File: config.mk
export PLATFORM = sky130hd
export DESIGN_NAME = midi_tx_buf
export DESIGN_NICKNAME = d
export VERILOG_FILES = /design/src/rtl/midi_pkg.sv /design/src/rtl/sync_fifo.sv /design/src/rtl/midi_tx_buf.sv
export SDC_FILE = /design/constraint.sdc
export NUM_CORES = 1
export LEC_CHECK = 0
export CORE_MARGIN = 4
export CORE_UTILIZATION = 60
export CTS_BUF_LIST = sky130_fd_sc_hd__clkbuf_2
export CTS_CLUSTER_DIAMETER = 50
export DETAILED_ROUTE_END_ITERATION = 8
export PLACE_DENSITY = 0.78
export SYNTH_ARGS = -nofsm -noshare
export SYNTH_HDL_FRONTEND = slang
export SYNTH_SLANG_ARGS = --single-unit
File: constraint.sdc
create_clock -name clk -period 4.1 [get_ports clk]
set_input_delay 0.615 -clock clk [delete_from_list [all_inputs] [get_ports clk]]
set_output_delay 0.615 -clock clk [all_outputs]
set_load 0.005 [all_outputs]
File: src/rtl/midi_pkg.sv
// Shared MIDI definitions for the transmit and receive paths.
package midi_pkg;

  // Serializer states for one 8N1 frame.
  typedef enum logic [1:0] {
    IDLE,
    START,
    DATA,
    STOP
  } tx_state_t;

  // Default sample clocks per serial bit, shared with uart_rx.
  localparam int unsigned MIDI_BAUD_CLKS = 8;

  // MSB set marks a MIDI status byte.
  localparam logic [7:0] STATUS_MASK = 8'h80;

  // True for status bytes (including realtime messages).
  function automatic logic is_status(input logic [7:0] b);
    return (b & STATUS_MASK) != 8'h00;
  endfunction

endpackage

File: src/rtl/sync_fifo.sv
// Single-clock FIFO with registered full/empty flags and a first-word
// fall-through read port (rd_data always shows the head entry).
module sync_fifo #(
  parameter int unsigned WIDTH = 8,
  parameter int unsigned DEPTH = 16
) (
  input  logic                     clk,
  input  logic                     rst_n,
  input  logic                     wr_en,
  input  logic [WIDTH-1:0]         wr_data,
  input  logic                     rd_en,
  output logic [WIDTH-1:0]         rd_data,
  output logic                     full,
  output logic                     empty,
  output logic [$clog2(DEPTH):0]   level
);

  localparam int unsigned AW        = $clog2(DEPTH);
  localparam logic [AW:0] DEPTH_CNT = (AW+1)'(DEPTH);

  logic [WIDTH-1:0] mem [DEPTH];
  logic [AW-1:0]    wr_ptr;
  logic [AW-1:0]    rd_ptr;
  logic [AW:0]      count;
  logic [AW:0]      count_nxt;
  logic             do_wr;
  logic             do_rd;

  // A write while full is ignored even if a read frees space on the same edge.
  assign do_wr   = wr_en && !full;
  assign do_rd   = rd_en && !empty;
  assign rd_data = mem[rd_ptr];
  assign level   = count;

  // Occupancy after this edge's accepted write/read.
  always_comb begin
    count_nxt = count;
    case ({do_wr, do_rd})
      2'b10:   count_nxt = count + (AW+1)'(1);
      2'b01:   count_nxt = count - (AW+1)'(1);
      default: count_nxt = count;
    endcase
  end

  // Pointers, occupancy and flags; pointers wrap modulo DEPTH.
  always_ff @(posedge clk or negedge rst_n) begin
    if (!rst_n) begin
      wr_ptr <= '0;
      rd_ptr <= '0;
      count  <= '0;
      full   <= 1'b0;
      empty  <= 1'b1;
    end else begin
      if (do_wr) wr_ptr <= wr_ptr + AW'(1);
      if (do_rd) rd_ptr <= rd_ptr + AW'(1);
      count <= count_nxt;
      full  <= (count_nxt == DEPTH_CNT);
      empty <= (count_nxt == '0);
    end
  end

  // Storage array; contents need no reset since the pointers define validity.
  always_ff @(posedge clk) begin
    if (do_wr) mem[wr_ptr] <= wr_data;
  end

endmodule

File: src/rtl/midi_tx_buf.sv
// Buffered MIDI/UART transmitter: queues router bytes in a FIFO and sends
// each one as an 8N1 frame on tx, back-to-back while bytes are waiting.
module midi_tx_buf
  import midi_pkg::*;
#(
  parameter int unsigned CLKS_PER_BIT = MIDI_BAUD_CLKS,
  parameter int unsigned FIFO_DEPTH   = 16
) (
  input  logic                          clk,
  input  logic                          rst_n,
  input  logic                          wr_en,
  input  logic [7:0]                    wr_data,
  output logic                          full,
  output logic [$clog2(FIFO_DEPTH):0]   level,
  output logic                          overflow,
  output logic                          tx,
  output logic                          busy
);

  localparam int unsigned CW       = $clog2(CLKS_PER_BIT);
  localparam logic [CW-1:0] CNT_LAST = CW'(CLKS_PER_BIT - 1);

  tx_state_t     state;
  tx_state_t     state_nxt;
  logic [CW-1:0] clk_cnt;
  logic [CW-1:0] clk_cnt_nxt;
  logic [2:0]    bit_cnt;
  logic [2:0]    bit_cnt_nxt;
  logic [7:0]    sr;
  logic [7:0]    sr_nxt;
  logic          tx_nxt;
  logic          pop;
  logic          empty;
  logic [7:0]    head;
  logic          bit_end;

  sync_fifo #(
    .WIDTH (8),
    .DEPTH (FIFO_DEPTH)
  ) u_fifo (
    .clk     (clk),
    .rst_n   (rst_n),
    .wr_en   (wr_en),
    .wr_data (wr_data),
    .rd_en   (pop),
    .rd_data (head),
    .full    (full),
    .empty   (empty),
    .level   (level)
  );

  assign bit_end = (clk_cnt == CNT_LAST);
  assign busy    = (state != IDLE) || (level != '0);

  // Serializer state, counters, shift register and the registered line.
  always_ff @(posedge clk or negedge rst_n) begin
    if (!rst_n) begin
      state   <= IDLE;
      clk_cnt <= '0;
      bit_cnt <= '0;
      sr      <= '0;
      tx      <= 1'b1;
    end else begin
      state   <= state_nxt;
      clk_cnt <= clk_cnt_nxt;
      bit_cnt <= bit_cnt_nxt;
      sr      <= sr_nxt;
      tx      <= tx_nxt;
    end
  end

  // Frame sequencing: pop, start bit, 8 data bits LSB first, stop bit.
  always_comb begin
    state_nxt   = state;
    clk_cnt_nxt = clk_cnt;
    bit_cnt_nxt = bit_cnt;
    sr_nxt      = sr;
    tx_nxt      = tx;
    pop         = 1'b0;
    case (state)
      IDLE: begin
        clk_cnt_nxt = '0;
        tx_nxt      = 1'b1;
        if (!empty) begin
          pop       = 1'b1;
          sr_nxt    = head;
          tx_nxt    = 1'b0;
          state_nxt = START;
        end
      end
      START: begin
        if (bit_end) begin
          clk_cnt_nxt = '0;
          tx_nxt      = sr[0];
          sr_nxt      = sr >> 1;
          bit_cnt_nxt = '0;
          state_nxt   = DATA;
        end else begin
          clk_cnt_nxt = clk_cnt + CW'(1);
        end
      end
      DATA: begin
        if (bit_end) begin
          clk_cnt_nxt = '0;
          if (bit_cnt == 3'd7) begin
            tx_nxt    = 1'b1;
            state_nxt = STOP;
          end else begin
            tx_nxt      = sr[0];
            sr_nxt      = sr >> 1;
            bit_cnt_nxt = bit_cnt + 3'd1;
          end
        end else begin
          clk_cnt_nxt = clk_cnt + CW'(1);
        end
      end
      STOP: begin
        if (bit_end) begin
          clk_cnt_nxt = '0;
          // A queued byte chains straight into its start bit with no idle gap.
          if (!empty) begin
            pop       = 1'b1;
            sr_nxt    = head;
            tx_nxt    = 1'b0;
            state_nxt = START;
          end else begin
            state_nxt = IDLE;
          end
        end else begin
          clk_cnt_nxt = clk_cnt + CW'(1);
        end
      end
      default: begin
        state_nxt   = IDLE;
        clk_cnt_nxt = '0;
        tx_nxt      = 1'b1;
      end
    endcase
  end

  // Dropped-write indication, one cycle wide.
  always_ff @(posedge clk or negedge rst_n) begin
    if (!rst_n) overflow <= 1'b0;
    else        overflow <= wr_en && full;
  end

endmodule
==> flow_summary.json <==
{
  "via_count": 3524,
  "gp_congestion": 0.7989,
  "postCtsHoldBufs": 0,
  "grt_pass1_wl_mm": 19.71,
  "crit_path_start_kind": "flip-flop",
  "synth_area_per_cell_um2": 16.93,
  "vdd_drop_max_v": 0.0002524,
  "fin_hold_ws_ps": 259.0,
  "rows": 38,
  "synth_seq_cells": 161,
  "finalCritPeriodShare": 0.8186,
  "syn-num-nets": 430,
  "synth_area_um2": 6773,
  "place_inst": 547,
  "clock.fmax_mhz": 298.0,
  "vias_per_cell": 6.097,
  "ys_warn_count": 0,
  "stdcell_count": 578,
  "drive_above_1_share": 0.1712,
  "wirelength_mm": 12.40,
  "clk_pin_slew_ps": 230,
  "nets": 456,
  "nFillCells": 747,
  "synthXorXnorAreaFrac": 0.01035,
  "cts_tree": "done",
  "core_um2": 10940,
  "ant_nets": 0,
  "p_per_area_nw_per_um2": 458.8,
  "area_growth_pct": 8.239,
  "hold_class": "in2async",
  "antenna_found_initial": 0,
  "finalPower_mw": 3.363,
  "setup_ws_ps": 743.9,
  "fin_skew_ps": 32.37,
  "cts_buffers": 17,
  "grt_max_degree": 35,
  "synth-compound-area-share": 0.06170,
  "initialDrtViolationCount": 277,
  "insertion_delay_ps": 720,
  "report.final.slew_viol_count": 0,
  "drtPass1Iterations": 5,
  "multi_input_area_um2": 1917,
  "dieWidth_um": 114.2,
  "post_drt_wl_per_cell_um": 21.45,
  "hold_violations": 0,
  "ys_types": 41,
  "hpwlAfterDp_mm": 8.077,
  "critPathKind": "reg2reg",
  "initial_utilization": 0.6193,
  "port_buffers": 19,
  "p_leak_nw": 2.515,
  "drc": 0,
  "cts-root-buf": "clkbuf_2",
  "postSynthCellCount": 400,
  "register_area_um2": 4672,
  "final.setup.tns_ps": 0,
  "cts_sinks": 161,
  "pre_cts_ws_ps": 593.6,
  "synth_mux_area_frac": 0.1221,
  "rsz0062_at_grt": "false",
  "cts_max_level": 4,
  "ctsResizeCount": 0,
  "status": "complete, no violations",
  "io_pins": 20,
  "grt_pass1_vias": 3569,
  "drv_cap": 0,
  "setup-violations-final": 0,
  "cts_buffer_depth": 2,
  "track_usage": 0.2080,
  "cp-end-kind": "flip-flop",
  "die_y_um": 114.2,
  "min_period_ps": 3356,
  "cp_max_fo": 14,
  "worst-endpoint-arrival_ps": 4030,
  "required_ps": 4770,
  "synthSimpleGateAreaFrac": 0.05265,
  "dieArea_um2": 13050,
  "slew_headroom": 0.4028,
  "synthAdderAreaFrac": 0.03621,
  "gr-total-overflow": 0,
  "seq_area_frac_synth": 0.6898,
  "worst-slew-pin-transition_ps": 892.4,
  "antenna_cells": 0,
  "synth_top_family_by_area": "multiplexers",
  "post_cts.repair.setup_buffers": 0
}
-- cells in the final DEF (no fill, tap or decap), drive strengths merged, types with 9 or more instances in the layout --
| master | netlist | layout |
|---|---|---|
| a211oi | 15 | 15 |
| a21oi | 21 | 21 |
| buf | 11 | 9 |
| clkbuf | 10 | 18 |
| clkdlybuf4s50 | 0 | 19 |
| dfrtp | 31 | 31 |
| edfxtp | 128 | 128 |
| ha | 18 | 18 |
| inv | 18 | 23 |
| mux4 | 31 | 31 |
| nand2 | 16 | 16 |
| nor2 | 18 | 18 |
| nor2b | 15 | 15 |
| nor3 | 9 | 9 |
-- sequential cells by signal, indices dropped and copies added, names as in the netlist --
| signal | cells |
|---|---|
| u_fifo.mem | 128 |
| sr | 8 |
| u_fifo.level | 5 |
| u_fifo.rd_ptr | 4 |
| u_fifo.wr_ptr | 4 |
| bit_cnt | 3 |
| clk_cnt | 3 |
| state | 2 |
| overflow | 1 |
| tx | 1 |
| u_fifo.empty | 1 |
| u_fifo.full | 1 |
-- path summary, 6_finish.rpt --
| path | from | to | slack, ps | cells past startpoint |
|---|---|---|---|---|
| hold reg to reg | clk_cnt[0]$_DFF_PN0_ | clk_cnt[0]$_DFF_PN0_ | 480 | 1 |
| max in group asynchronous | rst_n | tx$_DFFE_PN1P_ | 3500 | 2 |
| hold / removal | rst_n | u_fifo.wr_ptr[2]$_DFFE_PN0P_ | 260 | 2 |
| min in group clk | wr_en | overflow$_DFF_PN0_ | 460 | 2 |
| setup reg to reg | state[0]$_DFFE_PN0P_ | u_fifo.empty$_DFF_PN1_ | 740 | 12 |
| setup / recovery | state[0]$_DFFE_PN0P_ | u_fifo.empty$_DFF_PN1_ | 740 | 12 |
-- per-layer routing --
metal | up-vias | share of wire | GRT usage
met5 | - | 0 | 0
met3 | 21 | 0.069 | 0.06342
li1 | 1601 | - | -
met2 | 125 | 0.49 | 0.3251
met4 | 0 | 0.020 | 0.07443
met1 | 1777 | 0.43 | 0.2807
-- metrics by stage --
| step | util | instance area (um2) |
|---|---|---|
| floorplan | - | 6773 |
| global placement | 0.6483 | 7089 |
| detailed placement | 0.6483 | 7089 |
| CTS | 0.6704 | 7331 |
| global route | 0.6704 | 7331 |
| finish | 0.6704 | 7331 |
-- synthesized netlist by cell type, drive strengths merged --
library cell / number / area [um2]
edfxtp: 128 / 3844
dfrtp: 31 / 775.7
mux4: 31 / 713.2
a21oi: 21 / 105.1
ha: 18 / 225.2
inv: 18 / 67.56
nor2: 18 / 67.56
nand2: 16 / 60.06
a211oi: 15 / 112.6
nor2b: 15 / 93.84
buf: 11 / 78.82
clkbuf: 10 / 37.54
nor3: 9 / 56.31
mux2i: 8 / 80.08
o21ai: 8 / 40.04
xnor2: 6 / 52.55
a22o: 5 / 43.79
a21o: 3 / 22.52
mux2: 3 / 33.78
o31ai: 3 / 22.52
and2: 2 / 12.51
dfstp: 2 / 52.55
nand2b: 2 / 12.51
nand4: 2 / 12.51
nor4b: 2 / 17.52
xor2: 2 / 17.52
a221o: 1 / 10.01
a221oi: 1 / 15.01
a31oi: 1 / 6.260
and3b: 1 / 8.760
fa: 1 / 20.02
o2111ai: 1 / 8.760
o21bai: 1 / 7.510
o221ai: 1 / 15.01
o22a: 1 / 8.760
or3: 1 / 6.260
or3b: 1 / 8.760
-- layout make-up --
class,instances,area share
flip-flops and latches,161,0.6373
clock buffers,18,0.01229
well taps,140,0.02389
inverters,18,0.009217
repair buffers,28,0.03516
multi-input cells,200,0.2615
clock inverters,13,0.02065
-- power breakdown --
group | internal [mW] | switching [mW] | total, mW
Combinational | 0.195 | 0.256 | 0.450
Sequential | 1.95 | 0.106 | 2.05
Clock | 0.292 | 0.568 | 0.859
-- cells by family (layout without fill, tap and decap cells) --
| group | after synthesis | count (layout) |
|---|---|---|
| flip-flops | 161 | 161 |
| AND/OR/NAND/NOR | 69 | 69 |
| AO/OA/AOI/OAI | 62 | 62 |
| multiplexers | 42 | 42 |
| buffers and inverters | 39 | 77 |
| adder cells (fa/ha/maj) | 19 | 19 |
| XOR/XNOR | 8 | 8 |
-- worst max-delay path, cell delays in order (launching register included) --
cell and delay, ps:
dfrtp_1 470, inv_1 100, ha_1 490, nor3_1 250, buf_4 170, ha_1 250
inv_1 90, fa_1 380, nor2b_1 150, o21ai_0 120, nor4b_1 170, or3b_2 480
and3b_1 190
Note: power is estimated with default switching activity, not from simulation.
==> edit: new RTL, same flow settings <==
Reset style: synchronous (`rst_n`), changed in 3 clocked blocks.
--- a/src/rtl/sync_fifo.sv
+++ b/src/rtl/sync_fifo.sv
@@ -44,5 +44,5 @@
 
   // Pointers, occupancy and flags; pointers wrap modulo DEPTH.
-  always_ff @(posedge clk or negedge rst_n) begin
+  always_ff @(posedge clk) begin
     if (!rst_n) begin
       wr_ptr <= '0;
--- a/src/rtl/midi_tx_buf.sv
+++ b/src/rtl/midi_tx_buf.sv
@@ -54,5 +54,5 @@
 
   // Serializer state, counters, shift register and the registered line.
-  always_ff @(posedge clk or negedge rst_n) begin
+  always_ff @(posedge clk) begin
     if (!rst_n) begin
       state   <= IDLE;
@@ -140,5 +140,5 @@
 
   // Dropped-write indication, one cycle wide.
-  always_ff @(posedge clk or negedge rst_n) begin
+  always_ff @(posedge clk) begin
     if (!rst_n) overflow <= 1'b0;
     else        overflow <= wr_en && full;
Formal check against the unedited RTL: differs if rst_n is asserted again (counterexample within 4 cycles, from zero or initial values and one cycle with rst_n low); with rst_n held inactive, the same outputs for 10 cycles.
==> edit against the original RTL <==
- routed wire length is 2.9% lower
- cell area is 0.87% lower
- global-route usage is 0.55 points lower
- sequential cell count is 4 higher
- worst setup slack better by 0.29 ns
- synthesized cell count is 3.0% higher
- area after synthesis is 0.18% lower
- maximum frequency is 9.3% higher
- utilization is 0.58 points lower
- first-iteration DRC count is 7.9% lower
- critical path type unchanged
- critical endpoint is now u_fifo.full$_SDFF_PN0_
Power is not compared: it rests on default switching activity, and its combinational part moved more than twofold at a synthesized area within 25%.
==> edit: results (changes against the original RTL) <==
postCtsSetupBuffers: 0  # unchanged
clk_pin_slew_ns: 0.21  # -0.02 ns
dp_hpwl_um: 7770  # -3.8%
path_max_fanout: 9  # -5
synth_edf_count: 128  # unchanged
syn-num-nets: 440  # +2.3%
post_drt_wl_per_cell_um: 20.5  # -4.6%
nNetsFinal: 464  # +1.8%
met2_length_um: 5950  # -1.2%
grt_start_max_net_pins: 30  # -14%
synth.area.top_cells: "edfxtp_1 (57%), dfxtp_1 (11%), mux4_2 (9.0%), ha_1 (3.1%), mux2_2 (2.5%)"
final.fill_count: 762  # +2.0%
yosysSeqAreaShare: 0.678  # -0.0117
reg2reg_to: "u_fifo.full$_SDFF_PN0_"
r2r-start: "state[0]$_SDFFE_PN0P_"
drive_above_1_share: 0.183  # +0.0118
ir_drop_mv: 0.400
grt_pass1_vias: 3642  # +2.0%
crit_family: "adder cells"
hold_end: "clk_cnt[0]$_SDFF_PP0_"
ys.flop_type: "edfxtp_1"
outcome: "completed"
cts_max_path_buffers: 2  # unchanged
synth-warning-count: 0  # unchanged
top_register: "u_fifo.mem"
wl_met1_um: 5130  # -2.8%
dpl_worst_slack_ns: 0.854  # +0.260 ns
max_stage_delay_ns: 0.45  # -0.04 ns
rr_worst_depth: 12  # unchanged
p_leak_uw: 0.00240
cp.arrival_ns: 3.70  # -0.33 ns
portBuffers: 19  # unchanged
routed.top_layer: "met4"
grt_usage: 0.202  # -0.00555
tightest_slew_ns: 0.914  # +0.0213 ns
drt_iter0_drc: 255  # -7.9%
fin_worst_skew_ns: 0.0308  # -0.00155 ns
antenna_found_initial: 0  # unchanged
largest_register_ffs: 128  # unchanged
root_buffer: "clkbuf_2"
post_cts_resized: 0  # unchanged
rrSetupSlack_ns: 1.03  # +0.29 ns
clk_latency_ns: 0.69  # -0.03 ns
globalplace.congestion: 0.807  # +1.1%
worst_hold_path_type: "reg -> reg"
cts_buffers: 17  # unchanged
slowest_stage: "dfxtp_1"
htreeDepth: 4  # unchanged
firstDrtPassIters: 4  # -1
min-delay-start: "clk_cnt[0]$_SDFF_PP0_"
ys_types: 45  # +9.8%
grt_pass1_wl_um: 19400  # -1.5%
wl_met3_um: 707  # -17%
async_flop_share: 0  # -0.205
synth_common_cells: "edfxtp_1 (128), dfxtp_1 (37), nor2_1 (35)"
antenna_cells: 0  # unchanged
hold_depth: 1
routed_via_density: 6.06  # -0.61%
==> edit: changes by cell type in the layout (fill, tap and decap cells not counted), sizes merged, moves of 13 or more <==
cell and change:
dfxtp +37, dfrtp -31, inv -17, nor2 +17, a211oi -15, o22ai +14, a21oi -13
==> edit: worst max path at each step <==
stage                                     start                     end  slack, ns  depth (start not counted)
after detailed placement                  wr_en  u_fifo.full$_SDFF_PN0_       0.85                         12
final                     state[0]$_SDFFE_PN0P_  u_fifo.full$_SDFF_PN0_       1.03                         12
after CTS                 state[0]$_SDFFE_PN0P_  u_fifo.full$_SDFF_PN0_       1.01                         12
after floorplan           state[0]$_SDFFE_PN0P_  u_fifo.full$_SDFF_PN0_       1.01                         12
after global routing      state[1]$_SDFFE_PN0P_  u_fifo.full$_SDFF_PN0_       0.72                         12
after global placement                    wr_en  u_fifo.full$_SDFF_PN0_       0.90                         12
==> edit: worst reg2reg max path, cell delays in order, from the launching register on <==
cell      delay (ns)
dfxtp_1         0.45
inv_1           0.11
ha_1            0.39
nor3_1          0.21
buf_4           0.18
ha_1            0.32
xor2_1          0.12
ha_1            0.22
a21oi_1         0.18
mux2i_1         0.23
xor2_1          0.20
o311ai_0        0.20
nor3b_1         0.22
==> edit: per-layer routing <==
layer | track usage | up-vias
met1 | 0.263 | 1779
met3 | 0.0608 | 18
met4 | 0.0863 | 0
met2 | 0.321 | 113
met5 | 0 | -
li1 | - | 1653
==> edit: kinds of logic (layout without fill, tap and decap cells) <==
logic type / Yosys count / in the layout / share of synthesized area
DFF: 165 / 165 / 0.678
muxes: 52 / 52 / 0.144
and+or+nand+nor: 94 / 94 / 0.0689
buffers and inverters: 30 / 66 / 0.0209
AOI/OAI and AO/OA: 43 / 43 / 0.0422
adders and majority gates: 17 / 17 / 0.0315
xor gates and xnor gates: 11 / 11 / 0.0143
==> edit: stage by stage <==
step           instance area (µm²)  hold WS [ns]  cells  total power, µW
3_5_place_dp                  7080         0.412    557             3220
2_1_floorplan                 6760         0.398    412             2930
5_1_grt                       7270         0.406    588             4160
4_1_cts                       7270         0.408    588             3930
6_report                      7270         0.440    588             3910
3_3_place_gp                  7080         0.408    557             3180
==> edit: area by class of cell <==
type,instances,share of cell area
multi-input cells,217,0.280
clock inverters,11,0.0121
flip-flops and latches,165,0.631
repair buffers,28,0.0355
clock buffers,20,0.0138
well taps,140,0.0241
inverters,7,0.00362
==> edit: where the power goes <==
part           internal, µW  switching (µW)  leakage [µW]  total, µW
Combinational           584             522      0.000822       1110
Sequential             1920             152       0.00146       2070
Clock                   213             515      0.000120        728
